==> config.mk <==
export PLATFORM = sky130hd
export DESIGN_NAME = uart_tx_arbiter
export DESIGN_NICKNAME = d
export VERILOG_FILES = /design/src/rtl/uart_pkg.sv /design/src/rtl/rr_picker.sv /design/src/rtl/uart_tx_arbiter.sv
export SDC_FILE = /design/constraint.sdc
export NUM_CORES = 1
export LEC_CHECK = 0
export ABC_AREA = 1
export CORE_UTILIZATION = 54
export DETAILED_ROUTE_END_ITERATION = 6
export PLACE_DENSITY = 0.84
export SYNTH_ARGS = -nofsm -noshare
export SYNTH_HDL_FRONTEND = slang
export SYNTH_HIERARCHICAL = 1
export SYNTH_SLANG_ARGS = --single-unit
export TNS_END_PERCENT = 30
==> constraint.sdc <==
create_clock -name clk -period 7.84 [get_ports clk]
set_input_delay 1.568 -clock clk [delete_from_list [all_inputs] [get_ports clk]]
set_output_delay 1.568 -clock clk [all_outputs]
set_load 0.05 [all_outputs]
==> src/rtl/uart_pkg.sv <==
// Shared definitions for the UART transmit arbiter: state encoding and byte-path constants.
package uart_pkg;

  typedef logic [1:0] state_t;

  localparam state_t ST_IDLE = 2'd0;
  localparam state_t ST_SEND = 2'd1;
  localparam state_t ST_WAIT = 2'd2;

  localparam int unsigned BYTE_W          = 8;
  localparam int unsigned DEF_TIMEOUT_CYC = 4096;

endpackage

==> src/rtl/rr_picker.sv <==
// Combinational round-robin picker: first valid index at or after ptr, wrapping.
module rr_picker #(
  parameter int unsigned NUM_REQ = 4
) (
  input  logic [NUM_REQ-1:0] i_valid,
  input  logic [2:0]         i_ptr,
  output logic [NUM_REQ-1:0] o_grant,
  output logic [2:0]         o_idx,
  output logic               o_any
);

  int unsigned w_best;

  // Winner is the valid requester with the smallest circular distance from ptr.
  always_comb begin
    w_best = NUM_REQ;
    o_idx  = 3'd0;
    o_any  = 1'b0;
    for (int unsigned i = 0; i < NUM_REQ; i++) begin
      if (i_valid[i] && (((i + NUM_REQ - 32'(i_ptr)) % NUM_REQ) < w_best)) begin
        w_best = (i + NUM_REQ - 32'(i_ptr)) % NUM_REQ;
        o_idx  = 3'(i);
        o_any  = 1'b1;
      end
    end
  end

  always_comb begin
    o_grant = '0;
    for (int unsigned i = 0; i < NUM_REQ; i++) begin
      o_grant[i] = o_any && (o_idx == 3'(i));
    end
  end

endmodule

==> src/rtl/uart_tx_arbiter.sv <==
// Round-robin arbiter sharing one UART transmitter among NUM_REQ byte requesters,
// with a per-transfer completion timeout and a completed-byte counter.
module uart_tx_arbiter
  import uart_pkg::*;
#(
  parameter int unsigned NUM_REQ     = 4,
  parameter int unsigned TIMEOUT_CYC = DEF_TIMEOUT_CYC
) (
  input  logic                      clk,
  input  logic                      rst,
  input  logic [NUM_REQ-1:0]        req_valid,
  input  logic [NUM_REQ*BYTE_W-1:0] req_data,
  output logic [NUM_REQ-1:0]        req_ready,
  output logic [BYTE_W-1:0]         tx_data,
  output logic                      tx_start,
  input  logic                      tx_busy,
  input  logic                      tx_done,
  output logic [2:0]                grant_id,
  output logic                      active,
  output logic                      timeout_err,
  input  logic                      err_clr,
  output logic [15:0]               sent_cnt
);

  state_t              r_state;
  logic [2:0]          r_ptr;
  logic [2:0]          r_grant_id;
  logic [BYTE_W-1:0]   r_tx_data;
  logic [15:0]         r_timer;
  logic                r_timeout_err;
  logic [15:0]         r_sent_cnt;

  logic [NUM_REQ-1:0]  w_pick_grant;
  logic [2:0]          w_pick_idx;
  logic                w_pick_any;
  logic [BYTE_W-1:0]   w_pick_data;
  logic                w_accept;
  logic                w_timeout;
  logic [2:0]          w_next_ptr;

  rr_picker #(
    .NUM_REQ (NUM_REQ)
  ) u_picker (
    .i_valid (req_valid),
    .i_ptr   (r_ptr),
    .o_grant (w_pick_grant),
    .o_idx   (w_pick_idx),
    .o_any   (w_pick_any)
  );

  always_comb begin
    w_pick_data = '0;
    for (int unsigned i = 0; i < NUM_REQ; i++) begin
      if (w_pick_grant[i]) begin
        w_pick_data = req_data[BYTE_W*i +: BYTE_W];
      end
    end
  end

  // A busy transmitter blocks arbitration entirely; valids are only looked at in IDLE.
  assign w_accept   = (r_state == ST_IDLE) && w_pick_any && !tx_busy;
  assign w_timeout  = (r_state == ST_WAIT) && !tx_done && (r_timer == 16'(TIMEOUT_CYC - 1));
  assign w_next_ptr = ((32'(r_grant_id) + 32'd1) >= NUM_REQ) ? 3'd0 : r_grant_id + 3'd1;

  always_ff @(posedge clk) begin
    if (rst) begin
      r_state    <= ST_IDLE;
      r_ptr      <= 3'd0;
      r_grant_id <= 3'd0;
      r_tx_data  <= '0;
      r_timer    <= 16'd0;
      r_sent_cnt <= 16'd0;
    end else begin
      case (r_state)
        ST_IDLE: begin
          if (w_accept) begin
            r_state    <= ST_SEND;
            r_tx_data  <= w_pick_data;
            r_grant_id <= w_pick_idx;
          end
        end
        ST_SEND: begin
          r_state <= ST_WAIT;
          r_timer <= 16'd0;
        end
        ST_WAIT: begin
          if (tx_done) begin
            r_state    <= ST_IDLE;
            r_sent_cnt <= r_sent_cnt + 16'd1;
            r_ptr      <= w_next_ptr;
          end else if (w_timeout) begin
            r_state <= ST_IDLE;
            r_ptr   <= w_next_ptr;
          end else begin
            r_timer <= r_timer + 16'd1;
          end
        end
        default: r_state <= ST_IDLE;
      endcase
    end
  end

  // A timeout in the same cycle as err_clr wins so the event is never lost.
  always_ff @(posedge clk) begin
    if (rst) begin
      r_timeout_err <= 1'b0;
    end else if (w_timeout) begin
      r_timeout_err <= 1'b1;
    end else if (err_clr) begin
      r_timeout_err <= 1'b0;
    end
  end

  assign req_ready   = w_accept ? w_pick_grant : '0;
  assign tx_start    = (r_state == ST_SEND);
  assign tx_data     = r_tx_data;
  assign grant_id    = r_grant_id;
  assign active      = (r_state != ST_IDLE);
  assign timeout_err = r_timeout_err;
  assign sent_cnt    = r_sent_cnt;

endmodule

* Yosys cells after proc, flatten, opt, wreduce, memory -nomap -nowiden *
Cells that the tools add are included.

word-level totals
  bits in registers = 47
  bits of input ports = 41
  output and inout port bits = 34
  word-level logic and storage cells = 82

operators by class
  add/sub/neg operators = 8
  magnitude comparators = 5
  equal/unequal tests = 10
  muxes and demuxes = 27
  reduce and logical (&&, ||, !) cells = 25

operators by type and width
  cell                                                               number
  adder 16 x 1 -> 16 bit, second input constant                      2
  2-to-1 mux 16 bit                                                  2
  2-to-1 mux 8 bit                                                   4
  one-hot mux 16 bit (2 select lines)                                1
  == test 16 x 12 -> 1 bit, second input constant                    1
  2-to-1 mux 2 bit                                                   8
  logical AND 1 bit                                                  12
  < comparator 2 x 3 -> 1 bit                                        3
  2-to-1 mux 3 bit                                                   3
  AND reduction 2 bit                                                4
  nonzero test 2 bit                                                 4
  2-to-1 mux 1 bit                                                   7
  == test 2 bit, second input constant                               3
  inequality test 2 bit, second input constant                       3
  one-hot mux 2 bit (3 select lines)                                 1
  == test 2 x 1 -> 1 bit, second input constant                      2
  greater-or-equal comparator 4 x 3 -> 1 bit, second input constant  1
  2-to-1 mux 4 bit                                                   1
  subtractor 1 x 2 -> 2 bit, first input constant                    2
  subtractor 2 bit, first input constant                             2
  adder 2 x 1 -> 3 bit, second input constant                        1
  logical NOT 3 bit                                                  1
  < comparator 2 x 3 -> 1 bit, second input constant                 1
  inequality test 3 bit, second input constant                       1
  other kinds (4)                                                    5

* Longest topological paths before layout *
  depth after elaboration = 19
  gate-level depth with buffers = 23

* Hierarchy *
The synthesis kept the hierarchy.

by module, submodules not included
  module           times used  cells an instance  area each (um^2)
  uart_tx_arbiter  1           415                2,801.4
  rr_picker        1           46                 227.7

* Worst setup path after synthesis *
Ideal clock, no wire load.

  path kind = in2out
  from = input port req_valid[0]
  to = output port req_ready[1]
  data arrival time = 4.326 ns
  required time = 6.272 ns
  slack = 1.946 ns
  cell stages on the path = 20
  buffers on the path = 1
  path through = nor2_1 inv_1 o211ai_1 ha_1 nand2_1 nand2_1 nand2_1 nand2_2 nand2_1 o21ai_0 ha_1 nand2_1 nand2_1 nand2_1 nand2_2 inv_2 nor2_1 clkbuf_1 clkinv_1 nor2_1

between the ends
  word-level cells in the longest chain between the ends = 14
  elaborated cells between the ends (all ways) = 22

RTL lines
  what                         line                    source
  from (decl)                  uart_tx_arbiter.sv:11   input logic [NUM_REQ-1:0] req_valid,
  logical AND 1 bit *          rr_picker.sv:20         if (i_valid[i] && (((i + NUM_REQ - 32'(i_ptr)) % NUM_REQ) < w_best)) begin
  2-to-1 mux 3 bit             rr_picker.sv:20
  < comparator 2 x 3 -> 1 bit  rr_picker.sv:20
  logical AND 1 bit            rr_picker.sv:20
  2-to-1 mux 3 bit             rr_picker.sv:20
  < comparator 2 x 3 -> 1 bit  rr_picker.sv:20
  logical AND 1 bit            rr_picker.sv:20
  2-to-1 mux 3 bit             rr_picker.sv:20
  < comparator 2 x 3 -> 1 bit  rr_picker.sv:20
  logical AND 1 bit            rr_picker.sv:20
  2-to-1 mux 2 bit             rr_picker.sv:20
  == test 2 x 1 -> 1 bit       rr_picker.sv:31         o_grant[i] = o_any && (o_idx == 3'(i));
  logical AND 1 bit *          rr_picker.sv:31
  net w_pick_grant[1]          uart_tx_arbiter.sv:33   logic [NUM_REQ-1:0] w_pick_grant;
  2-to-1 mux 4 bit *           uart_tx_arbiter.sv:114  assign req_ready = w_accept ? w_pick_grant : '0;
  to (decl)                    uart_tx_arbiter.sv:13   output logic [NUM_REQ-1:0] req_ready,

Mark *: on every way through the listed nets, which the timed path passes. The rest lies on a longest branch.

* Worst setup path in the final report *
Ends and elaborated chain as after synthesis.

==> results_dict.tcl <==
set metrics [dict create \
    period_share 0.924 \
    antenna_found_initial 0 \
    final-max-slew-violation-count 0 \
    start_kind "input port" \
    pin_count_of_the_biggest_net_entering_global_routing 30 \
    detail_route.wirelength_mm 7.73 \
    data_arrival_time_at_the_worst_slack_endpoint_ns 5.68 \
    detail_route.drc_violations 0 \
    ff2ff_setup_slack_ns 4.20 \
    place_worst_setup_slack_ns 0.708 \
    worst-path-max-fanout 9 \
    top_layer "met4" \
    setup_tns_ns 0 \
    wire_length_of_the_first_global_routing_pass_mm 13.1 \
    met2WireLength_mm 3.84 \
    io_buffer_count 74 \
    die_y_um 76.6 \
    timing.final.crit_period_ns 7.25 \
    min_path_type "reg -> reg" \
    worst-slew-pin-transition_ns 0.567 \
    max_slew_margin 0.621 \
    cp_top_family "buffers and inverters" \
    postSynthNetCount 508 \
    width_of_the_chip_um 76.6 \
    start_util 0.573 \
    status "finished, final reports clean" \
    min_from "sent_cnt[7]$_SDFFE_PP0P_" \
    maxClockFrequency_ghz 0.138 \
    fp.dieArea_sq_um 5860 \
    cp_cell_sequence "clkdlybuf4s50_1 > nor2_1 > inv_1 > o211ai_1 > ha_1 > nand2_1 > nand2_1 > nand2_1 > nand2_2 > nand2_1 > o21ai_0 > ha_1 > nand2_1 > nand2_1 > nand2_1 > nand2_2 > inv_2 > nor2_1 > clkinv_1 > nor2_1 > clkdlybuf4s50_1" \
    critPathBufInv 5 \
    fin_worst_skew_ns 0.0111 \
    clkSinkCount 48 \
    crit_required_ns 6.27 \
    hold-path-cell-count 2 \
    gp_congestion 0.879 \
    critical-path-top-cell-by-count "sky130_fd_sc_hd__nand2_1" \
    wl_met3_um 271 \
    finalHoldViolCount 0 \
    core_area_sq_um 5240 \
    detailed_place_hpwl_mm 5.81 \
    critical_path_class "in -> out" \
    ctsResizeCount 0 \
    antenna-diode-count 0 \
    power.leakage_nw 1.52 \
    detail_route.vias_per_cell 5.23 \
    via_count 3129 \
    drt_iter0_markers 187 \
    grt_setup_unrepaired "false" \
    synth_warnings 6 \
    cts_hold_buf 0 \
    layout.cells.non_filler 598 \
    cts-buffers-inserted 5 \
    finalHoldWorstSlack_ns 0.479 \
    dp.cells 590 \
    clock_path_buffers 2 \
    r2r.worst_path.cells 22 \
    final_util 0.741 \
    cts_max_level 2 \
    reg2reg_to "tx_data[2]$_SDFFE_PP0P_" \
    final_critical_path_setup_slack_ns 0.594 \
    cap_violations 0 \
    crit_slowest_cell "sky130_fd_sc_hd__clkdlybuf4s50_1" \
    finalNetCount 577 \
    post-cts-setup-buffers 0 \
    synthesis.area_sq_um 3000 \
    area.growth.synth_to_final_pct 29.3 \
    setup_viol_count_final 0 \
    number_of_placed_i_o_pins 75 \
    clk-insertion-delay-late_ns 0.30 \
    vdd_drop_max_uv 163 \
    route.layer.met1.wl_mm 3.46 \
    clock-root-buffer "sky130_fd_sc_hd__clkbuf_8" \
    worst_setup_path_end_kind "output pin" \
    power_per_cell_area_nw_per_um2 212 \
    worst_r2r_startpoint "r_ptr[0]$_SDFFE_PP0P_" \
    grt-ovfl-total 0 \
    global_route.usage.total 0.275 \
    cts_tree "done" \
    drtPass1Iterations 5 \
    grt_pass1_vias 2944 \
    critical-path-max-stage-delay_ns 0.81 \
    worst_hold_path.endpoint "sent_cnt[7]$_SDFFE_PP0P_" \
    row_count 26 \
    final_antenna_net_count 0 \
    drt-wirelength-per-cell_um 12.9 \
    final_layout_size_suffix_gt1_frac 0.0852 \
    netlist_instances 458 \
    avgSynthCellArea_sq_um 6.55 \
    path_clk_slew_ns 0.09 \
]
-- layout make-up --
type	count	area [sq um]
Clock buffer	5	68.8
Clock inverter	3	42.5
Fill cell	447	1360
Inverter	61	229
Multi-Input combinational cell	336	1750
Sequential cell	48	961
Tap cell	70	87.6
Timing Repair Buffer	75	748
-- per-stage QoR --
| step | area, sq um | power [mW] |
|---|---|---|
| 3_5_place_dp | 3770 | 0.641 |
| 2_1_floorplan | 3000 | 0.541 |
| 6_report | 3880 | 0.822 |
| 3_3_place_gp | 3770 | 0.631 |
| 4_1_cts | 3880 | 0.824 |
| 5_1_grt | 3880 | 0.865 |
-- worst max-delay path by stage --
stage / start / depth (start not counted) / endpoint / slack (ns)
2_1_floorplan: req_valid[0] / 20 / req_ready[1] / 1.95
3_3_place_gp: req_valid[0] / 21 / req_ready[1] / 0.96
3_5_place_dp: req_valid[0] / 21 / req_ready[1] / 0.71
4_1_cts: req_valid[0] / 21 / req_ready[1] / 0.69
5_1_grt: req_valid[0] / 21 / req_ready[1] / 0.27
6_report: req_valid[0] / 21 / req_ready[1] / 0.59
-- layer usage --
metal  global-route usage  vias up
li1                     -     1607
met1                0.339     1438
met2                0.484       73
met3               0.0371       11
met4                0.102        0
met5                    0        -
-- cell usage in the layout (no fill, tap or decap), drive strengths merged, types with 2 or more instances in the layout --
master         instances
nand3                 27
a21oi                 35
a22o                   8
clkinv                 4
dfxtp                 48
o21ai                 21
nor2                  85
a211oi                 9
xor2                   4
nor3                   5
inv                   58
ha                     9
nand3b                 2
or2                    2
nand2                110
clkbuf                 5
xnor2                  3
nand4                 10
clkdlybuf4s50         74
-- worst min-delay path: cells and delay by family (launching register included) --
kind / cells / cell delay [ns]
flip-flops: 1 / 0.34
buffers and inverters: 1 / 0.05
AO/OA/AOI/OAI: 1 / 0.05
-- power by group --
part	internal (mW)	total, mW	switching (mW)
clock	0.0945	0.180	0.0857
sequential	0.263	0.279	0.0158
combinational	0.120	0.362	0.242
total	0.478	0.822	0.343
-- flip-flops by register name (all words and copies together), names as in the netlist --
signal       cells
grant_id         3
r_ptr            2
r_state          2
r_timer         16
sent_cnt        16
timeout_err      1
tx_data          8
(Power assumes the default switching activity.)
